**src/rtl/timer_array_if.sv**
```systemverilog
// Register bus between the system bridge and timer_array.
interface timer_array_if;
  logic        sel;
  logic        we;
  logic [31:0] addr;
  logic [31:0] wdata;
  logic [31:0] rdata;

  modport master (output sel, output we, output addr, output wdata, input rdata);
  modport slave  (input sel, input we, input addr, input wdata, output rdata);
endinterface

```
**src/rtl/timer_array.sv**
```systemverilog
// Array of NCH independent down-counting timers with per-channel CTRL/PRESET/COUNT
// registers, sticky pending flag and maskable interrupt.
module timer_array #(
  parameter int NCH = 2
) (
  input  logic            clk,
  input  logic            reset,
  timer_array_if.slave    bus,
  output logic [NCH-1:0]  irq
);

  typedef enum logic [1:0] {ST_IDLE, ST_LOAD, ST_CNT, ST_INT} state_t;
  typedef enum logic [1:0] {REG_CTRL, REG_PRESET, REG_COUNT, REG_RSVD} reg_t;

  localparam logic [3:0] NCH_L = 4'(NCH);

  logic [2:0] ch_idx;
  reg_t       reg_sel;
  logic       ch_valid;
  logic       wr_en;
  logic       unused_addr;

  assign ch_idx      = bus.addr[6:4];
  assign reg_sel     = reg_t'(bus.addr[3:2]);
  assign ch_valid    = ({1'b0, ch_idx} < NCH_L);
  assign wr_en       = bus.sel & bus.we & ch_valid;
  assign unused_addr = ^{bus.addr[31:7], bus.addr[1:0]};

  // Read views for all 8 decodable channel slots; slots >= NCH read as zero.
  logic [31:0] ctrl_rd   [8];
  logic [31:0] preset_rd [8];
  logic [31:0] count_rd  [8];

  for (genvar i = 0; i < 8; i++) begin : g_ch
    if (i < NCH) begin : g_act
      state_t      state;
      logic        en;
      logic        im;
      logic        pend;
      logic [1:0]  mode;
      logic [31:0] preset;
      logic [31:0] count;
      logic        wr_ctrl;
      logic        wr_preset;

      assign wr_ctrl   = wr_en && (ch_idx == 3'(i)) && (reg_sel == REG_CTRL);
      assign wr_preset = wr_en && (ch_idx == 3'(i)) && (reg_sel == REG_PRESET);

      // Channel FSM plus register writes. Statement order encodes the races:
      // W1C before the FSM so a same-cycle PEND set survives; CTRL write after
      // the FSM so the bus value beats the FSM's EN clear.
      // In auto-reload, INT performs the reload itself (COUNT <= PRESET, on to
      // CNT) so the LOAD-to-LOAD period is PRESET+1, and 2 for PRESET 0 or 1.
      always_ff @(posedge clk or posedge reset) begin
        if (reset) begin
          state  <= ST_IDLE;
          en     <= 1'b0;
          im     <= 1'b0;
          pend   <= 1'b0;
          mode   <= 2'b00;
          preset <= '0;
          count  <= '0;
        end else begin
          if (wr_ctrl && bus.wdata[4]) pend <= 1'b0;

          case (state)
            ST_IDLE: if (en) state <= ST_LOAD;
            ST_LOAD: begin
              count <= preset;
              state <= ST_CNT;
            end
            ST_CNT: begin
              if (!en) begin
                state <= ST_IDLE;
              end else if (count > 32'd1) begin
                count <= count - 32'd1;
              end else begin
                count <= '0;
                pend  <= 1'b1;
                state <= ST_INT;
              end
            end
            ST_INT: begin
              if (mode == 2'b01) begin
                count <= preset;
                state <= ST_CNT;
              end else begin
                en    <= 1'b0;
                state <= ST_IDLE;
              end
            end
            default: state <= ST_IDLE;
          endcase

          if (wr_ctrl) begin
            en   <= bus.wdata[0];
            mode <= bus.wdata[2:1];
            im   <= bus.wdata[3];
          end
          if (wr_preset) preset <= bus.wdata;
        end
      end

      assign ctrl_rd[i]   = {27'b0, pend, im, mode, en};
      assign preset_rd[i] = preset;
      assign count_rd[i]  = count;
      assign irq[i]       = pend & im;
    end else begin : g_nil
      assign ctrl_rd[i]   = '0;
      assign preset_rd[i] = '0;
      assign count_rd[i]  = '0;
    end
  end

  // Combinational register read for the currently addressed slot.
  always_comb begin
    bus.rdata = '0;
    if (bus.sel && ch_valid) begin
      case (reg_sel)
        REG_CTRL:   bus.rdata = ctrl_rd[ch_idx];
        REG_PRESET: bus.rdata = preset_rd[ch_idx];
        REG_COUNT:  bus.rdata = count_rd[ch_idx];
        default:    bus.rdata = '0;
      endcase
    end
  end

endmodule

```
**src/flat_wrapper.sv**
```systemverilog
// flat-port wrapper written by rule: the top's interface ports become plain ports
module timer_array_flat 
#(
  parameter int NCH = 2
)
  (clk, reset, irq, bus_sel, bus_we, bus_addr, bus_wdata, bus_rdata);
  timer_array_if bus_i ();
  input  logic clk;
  input  logic reset;
  output logic [NCH-1:0] irq;
  input wire logic [$bits(bus_i.sel)-1:0] bus_sel;
  input wire logic [$bits(bus_i.we)-1:0] bus_we;
  input wire logic [$bits(bus_i.addr)-1:0] bus_addr;
  input wire logic [$bits(bus_i.wdata)-1:0] bus_wdata;
  output wire logic [$bits(bus_i.rdata)-1:0] bus_rdata;
  assign bus_i.sel = bus_sel;
  assign bus_i.we = bus_we;
  assign bus_i.addr = bus_addr;
  assign bus_i.wdata = bus_wdata;
  assign bus_rdata = bus_i.rdata;
  timer_array #(.NCH(NCH)) u_core (.clk(clk), .reset(reset), .bus(bus_i), .irq(irq));
endmodule
```
**config.mk**
```make
export PLATFORM = sky130hd
export DESIGN_NAME = timer_array_flat
export DESIGN_NICKNAME = d
export VERILOG_FILES = /design/src/rtl/timer_array_if.sv /design/src/rtl/timer_array.sv /design/src/flat_wrapper.sv
export SDC_FILE = /design/constraint.sdc
export NUM_CORES = 1
export LEC_CHECK = 0
export BUFFER_PORTS_ARGS = -buffer_cell sky130_fd_sc_hd__buf_2
export CORE_ASPECT_RATIO = 0.6
export CORE_MARGIN = 5
export CORE_UTILIZATION = 61
export CTS_BUF_LIST = sky130_fd_sc_hd__clkbuf_8
export DETAILED_ROUTE_END_ITERATION = 8
export PLACE_DENSITY = 0.92
export SLEW_MARGIN = 30
export SYNTH_ARGS = -nofsm -noshare
export SYNTH_HDL_FRONTEND = slang
export SYNTH_SLANG_ARGS = --single-unit
```
**constraint.sdc**
```tcl
create_clock -name clk -period 5.9 [get_ports clk]
set_clock_uncertainty 0.2 [all_clocks]
set_input_delay 0.295 -clock clk [delete_from_list [all_inputs] [get_ports clk]]
set_output_delay 0.295 -clock clk [all_outputs]
set_load 0.005 [all_outputs]
```
==> impl_metrics.prom <==
# TYPE chip_impl_metric gauge
chip_impl_metric{name="post_synth_inst_count",unit=""} 889
chip_impl_info{name="rsz_0062_raised_after_global_routing",value="no"} 1
chip_impl_metric{name="cp.required",unit="ns"} 6.05
chip_impl_metric{name="nets",unit=""} 1034
chip_impl_metric{name="via_count_of_the_first_global_routing_pass",unit=""} 7908
chip_impl_info{name="critical_path.endpoint_type",value="flop"} 1
chip_impl_metric{name="grt_first_pass_wirelength",unit="um"} 43600
chip_impl_metric{name="tightest_slew",unit="ns"} 0.990
chip_impl_metric{name="port_buffers",unit=""} 74
chip_impl_metric{name="static-leakage-power",unit="nW"} 4.40
chip_impl_metric{name="synth_adder_area_share",unit="%"} 0.586
chip_impl_metric{name="cts_setup_buffers",unit=""} 0
chip_impl_metric{name="cts.clk_slew.worst_paths",unit="ns"} 0.08
chip_impl_metric{name="avgRoutedWirePerCell",unit="um"} 23.9
chip_impl_metric{name="post_synth_instance_area",unit="um2"} 8540
chip_impl_metric{name="muxShareOfSynthArea",unit="%"} 16.5
chip_impl_metric{name="insertedDiodeCount",unit=""} 0
chip_impl_metric{name="postRouteWirelength",unit="um"} 27900
chip_impl_metric{name="drt_drc_violations_left",unit=""} 0
chip_impl_metric{name="via_count",unit=""} 8326
chip_impl_metric{name="critPathMaxFanout",unit=""} 22
chip_impl_metric{name="yosys_register_bits",unit=""} 142
chip_impl_metric{name="area_growth_syn_to_layout",unit="%"} 15.1
chip_impl_metric{name="iteration_0_drc_count_of_the_detailed_router",unit=""} 1365
chip_impl_info{name="layout_commonest_cell",value="dfrtp_1"} 1
chip_impl_metric{name="filler_cell_count",unit=""} 1011
chip_impl_metric{name="drive_above_1_share",unit="%"} 21.3
chip_impl_metric{name="dieArea",unit="um2"} 16500
chip_impl_metric{name="finalCritPeriodShare",unit="%"} 62.9
chip_impl_metric{name="ys_async_sr_fraction",unit="%"} 100
chip_impl_metric{name="setup_total_negative_slack",unit="ns"} 0
chip_impl_metric{name="start_util",unit="%"} 62.3
chip_impl_metric{name="route.antenna.remaining_nets",unit=""} 0
chip_impl_metric{name="critical_path_arrival",unit="ns"} 3.86
chip_impl_info{name="layout.cells.most_common_list",value="142 x dfrtp_1, 74 x nand2_1, 73 x buf_2"} 1
chip_impl_metric{name="clock_latency",unit="ns"} 0.47
chip_impl_info{name="synth_largest_area_cell",value="dfrtp_1"} 1
chip_impl_metric{name="detailedRoute.firstPassIterationCount",unit=""} 9
chip_impl_info{name="outcome",value="finished clean"} 1
chip_impl_metric{name="largest_net_degree_at_the_start_of_global_routing",unit=""} 92
chip_impl_metric{name="synth_seq_area_share",unit="%"} 41.6
chip_impl_metric{name="postCtsResizedCells",unit=""} 0
chip_impl_metric{name="ys.warnings.count",unit=""} 0
chip_impl_metric{name="cts.hold.buffers_added",unit=""} 33
chip_impl_metric{name="timing.final.max_slew_violations",unit=""} 0
chip_impl_metric{name="overflow",unit=""} 0
chip_impl_metric{name="synthesis.nets",unit=""} 961
chip_impl_metric{name="place_hpwl",unit="um"} 18400
chip_impl_metric{name="numCtsBuffers",unit=""} 17
chip_impl_info{name="worst-setup-path-type",value="flop to flop"} 1
chip_impl_metric{name="initial_antenna_violation_count",unit=""} 0
chip_impl_metric{name="io_pins",unit=""} 102
chip_impl_metric{name="ir_worst_vdd",unit="mV"} 0.196
chip_impl_metric{name="gp_congestion",unit=""} 1.00
chip_impl_metric{name="yosys.area_share.xor_xnor",unit="%"} 0
chip_impl_info{name="min_path_type",value="input pin to flop"} 1
chip_impl_metric{name="hold_violations",unit=""} 0
chip_impl_metric{name="yosysUniqueCellTypes",unit=""} 65
chip_impl_info{name="cts-root-buf",value="clkbuf_8"} 1
chip_impl_metric{name="core.rowCount",unit=""} 33
chip_impl_info{name="ys_dominant_reg_cell",value="dfrtp_1"} 1
chip_impl_metric{name="compound_gate_portion_of_the_synthesized_area",unit="%"} 19.3
chip_impl_metric{name="ctsHtreeMaxLevel",unit=""} 4
chip_impl_metric{name="floorplan.die.height",unit="um"} 102
chip_impl_metric{name="placeableCoreArea",unit="um2"} 13700
chip_impl_metric{name="synthSimpleGateAreaFrac",unit="%"} 17.9
chip_impl_metric{name="worst_slew_margin_rel",unit="%"} 33.8
chip_impl_metric{name="period_needed",unit="ns"} 3.71
chip_impl_metric{name="cts_sinks",unit=""} 142
chip_impl_info{name="critical_path.startpoint_type",value="flop"} 1
chip_impl_metric{name="setup_viol",unit=""} 0
chip_impl_info{name="synth_top_cells_by_area",value="dfrtp_1 42%, mux2_2 9.0%, mux2i_1 7.5%"} 1
chip_impl_metric{name="max_clock_freq",unit="GHz"} 0.269
chip_impl_metric{name="routed_via_density",unit=""} 7.13
chip_impl_metric{name="synth_edf_count",unit=""} 0
chip_impl_metric{name="finish.utilization",unit="%"} 71.7
chip_impl_metric{name="die_width",unit="um"} 163
chip_impl_metric{name="drv.max_cap_violation_count",unit=""} 0
chip_impl_metric{name="cts_max_path_buffers",unit=""} 2
chip_impl_metric{name="global_route.usage.total",unit="%"} 33.8
chip_impl_metric{name="synth_top_area_share",unit="%"} 41.6
chip_impl_metric{name="power_density",unit="nW/um2"} 425
chip_impl_metric{name="syn_avg_cell_area",unit="um2"} 9.61
chip_impl_info{name="synth_top_family_by_area",value="compound AO/OA/AOI/OAI gates"} 1
chip_impl_info{name="clock_tree_from_tritoncts",value="built"} 1
## metrics by stage
| step | hold slack [ns] | setup WS, ns | total power [W] | std cells | instance area [um2] |
|---|---|---|---|---|---|
| 5_1_grt | 0.236 | 2.13 | 0.00437 | 1167 | 9830 |
| 6_report | 0.194 | 2.19 | 0.00418 | 1167 | 9830 |
| 4_1_cts | 0.235 | 2.35 | 0.00407 | 1167 | 9820 |
| 2_1_floorplan | 0.200 | 1.60 | 0.00271 | 889 | 8540 |
| 3_3_place_gp | 0.290 | 2.47 | 0.00311 | 1101 | 9040 |
| 3_5_place_dp | 0.298 | 2.43 | 0.00319 | 1102 | 9060 |
## sequential cells by signal, indices dropped and copies added, names as in the netlist
name and flops:
u_core.g_ch.g_act.count 64, u_core.g_ch.g_act.mode 4, u_core.g_ch.g_act.pend 2, u_core.g_ch.g_act.preset 64
u_core.g_ch.g_act.en 2, u_core.g_ch.g_act.state 4, u_core.g_ch.g_act.im 2
## worst paths after layout
path	endpoint	slack (ns)	from	cells after the start
setup / recovery	u_core.g_ch[0].g_act.count[17]$_DFFE_PP0P_	2.19	u_core.g_ch[0].g_act.count[7]$_DFFE_PP0P_	5
hold / removal	u_core.g_ch[0].g_act.en$_DFFE_PP0P_	0.19	bus_sel	5
setup reg to reg	u_core.g_ch[0].g_act.count[17]$_DFFE_PP0P_	2.19	u_core.g_ch[0].g_act.count[7]$_DFFE_PP0P_	5
hold reg to reg	u_core.g_ch[1].g_act.state[0]$_DFFE_PP0P_	0.32	u_core.g_ch[1].g_act.state[0]$_DFFE_PP0P_	1
max in group asynchronous	u_core.g_ch[0].g_act.preset[16]$_DFFE_PP0P_	3.93	reset	4
min in group asynchronous	u_core.g_ch[1].g_act.preset[1]$_DFFE_PP0P_	0.34	reset	3
## per-layer routing
layer | global-route usage (%) | wire length [um]
met5 | 0 | 0
met4 | 13.8 | 1320
met3 | 9.48 | 3860
met2 | 50.3 | 11800
met1 | 47.1 | 11000
## synth_stat cells (all sizes together) (7+ instances only)
| cell type | n |
|---|---|
| o22ai | 17 |
| o31ai | 18 |
| a22o | 12 |
| mux2 | 68 |
| inv | 22 |
| nand3 | 31 |
| a32oi | 14 |
| dfrtp | 142 |
| nor3 | 21 |
| and2 | 19 |
| a21oi | 22 |
| a31oi | 13 |
| nor2 | 53 |
| o2bb2ai | 8 |
| a22oi | 11 |
| buf | 12 |
| o41ai | 8 |
| nor4 | 17 |
| or4 | 11 |
| clkbuf | 59 |
| o21ai | 38 |
| and3 | 11 |
| o22a | 13 |
| o211ai | 9 |
| mux2i | 64 |
| nand2 | 74 |
| nand4 | 8 |
| a211oi | 7 |
## cell type report
type,instances,area (um2),area share (%)
clock buffer,18,248,2.52
inverter,23,91.3,0.929
timing repair buffer,125,858,8.73
multi-input combinational,653,4660,47.4
tap,192,240,2.44
clock inverter,14,178,1.81
sequential,142,3550,36.1
## critical path: stages, from the launching register on
cell and delay [ns]:
dfrtp_1 0.45, or4_1 0.67, nor4_4 0.78, and4_1 0.92
o31ai_1 0.23, a221o_1 0.34
## where the power goes
group	switching (W)	internal [W]	total, W
Clock	0.000395	0.000465	0.000860
Combinational	0.00107	0.000615	0.00169
Sequential	0.000399	0.00123	0.00163
## logic make-up after synthesis
logic type	after synthesis
buffers and inverters	94
AOI/OAI and AO/OA	228
DFF	142
muxes	132
adders and majority gates	4
and+or+nand+nor	289
Power figures use the tool's default switching activity.
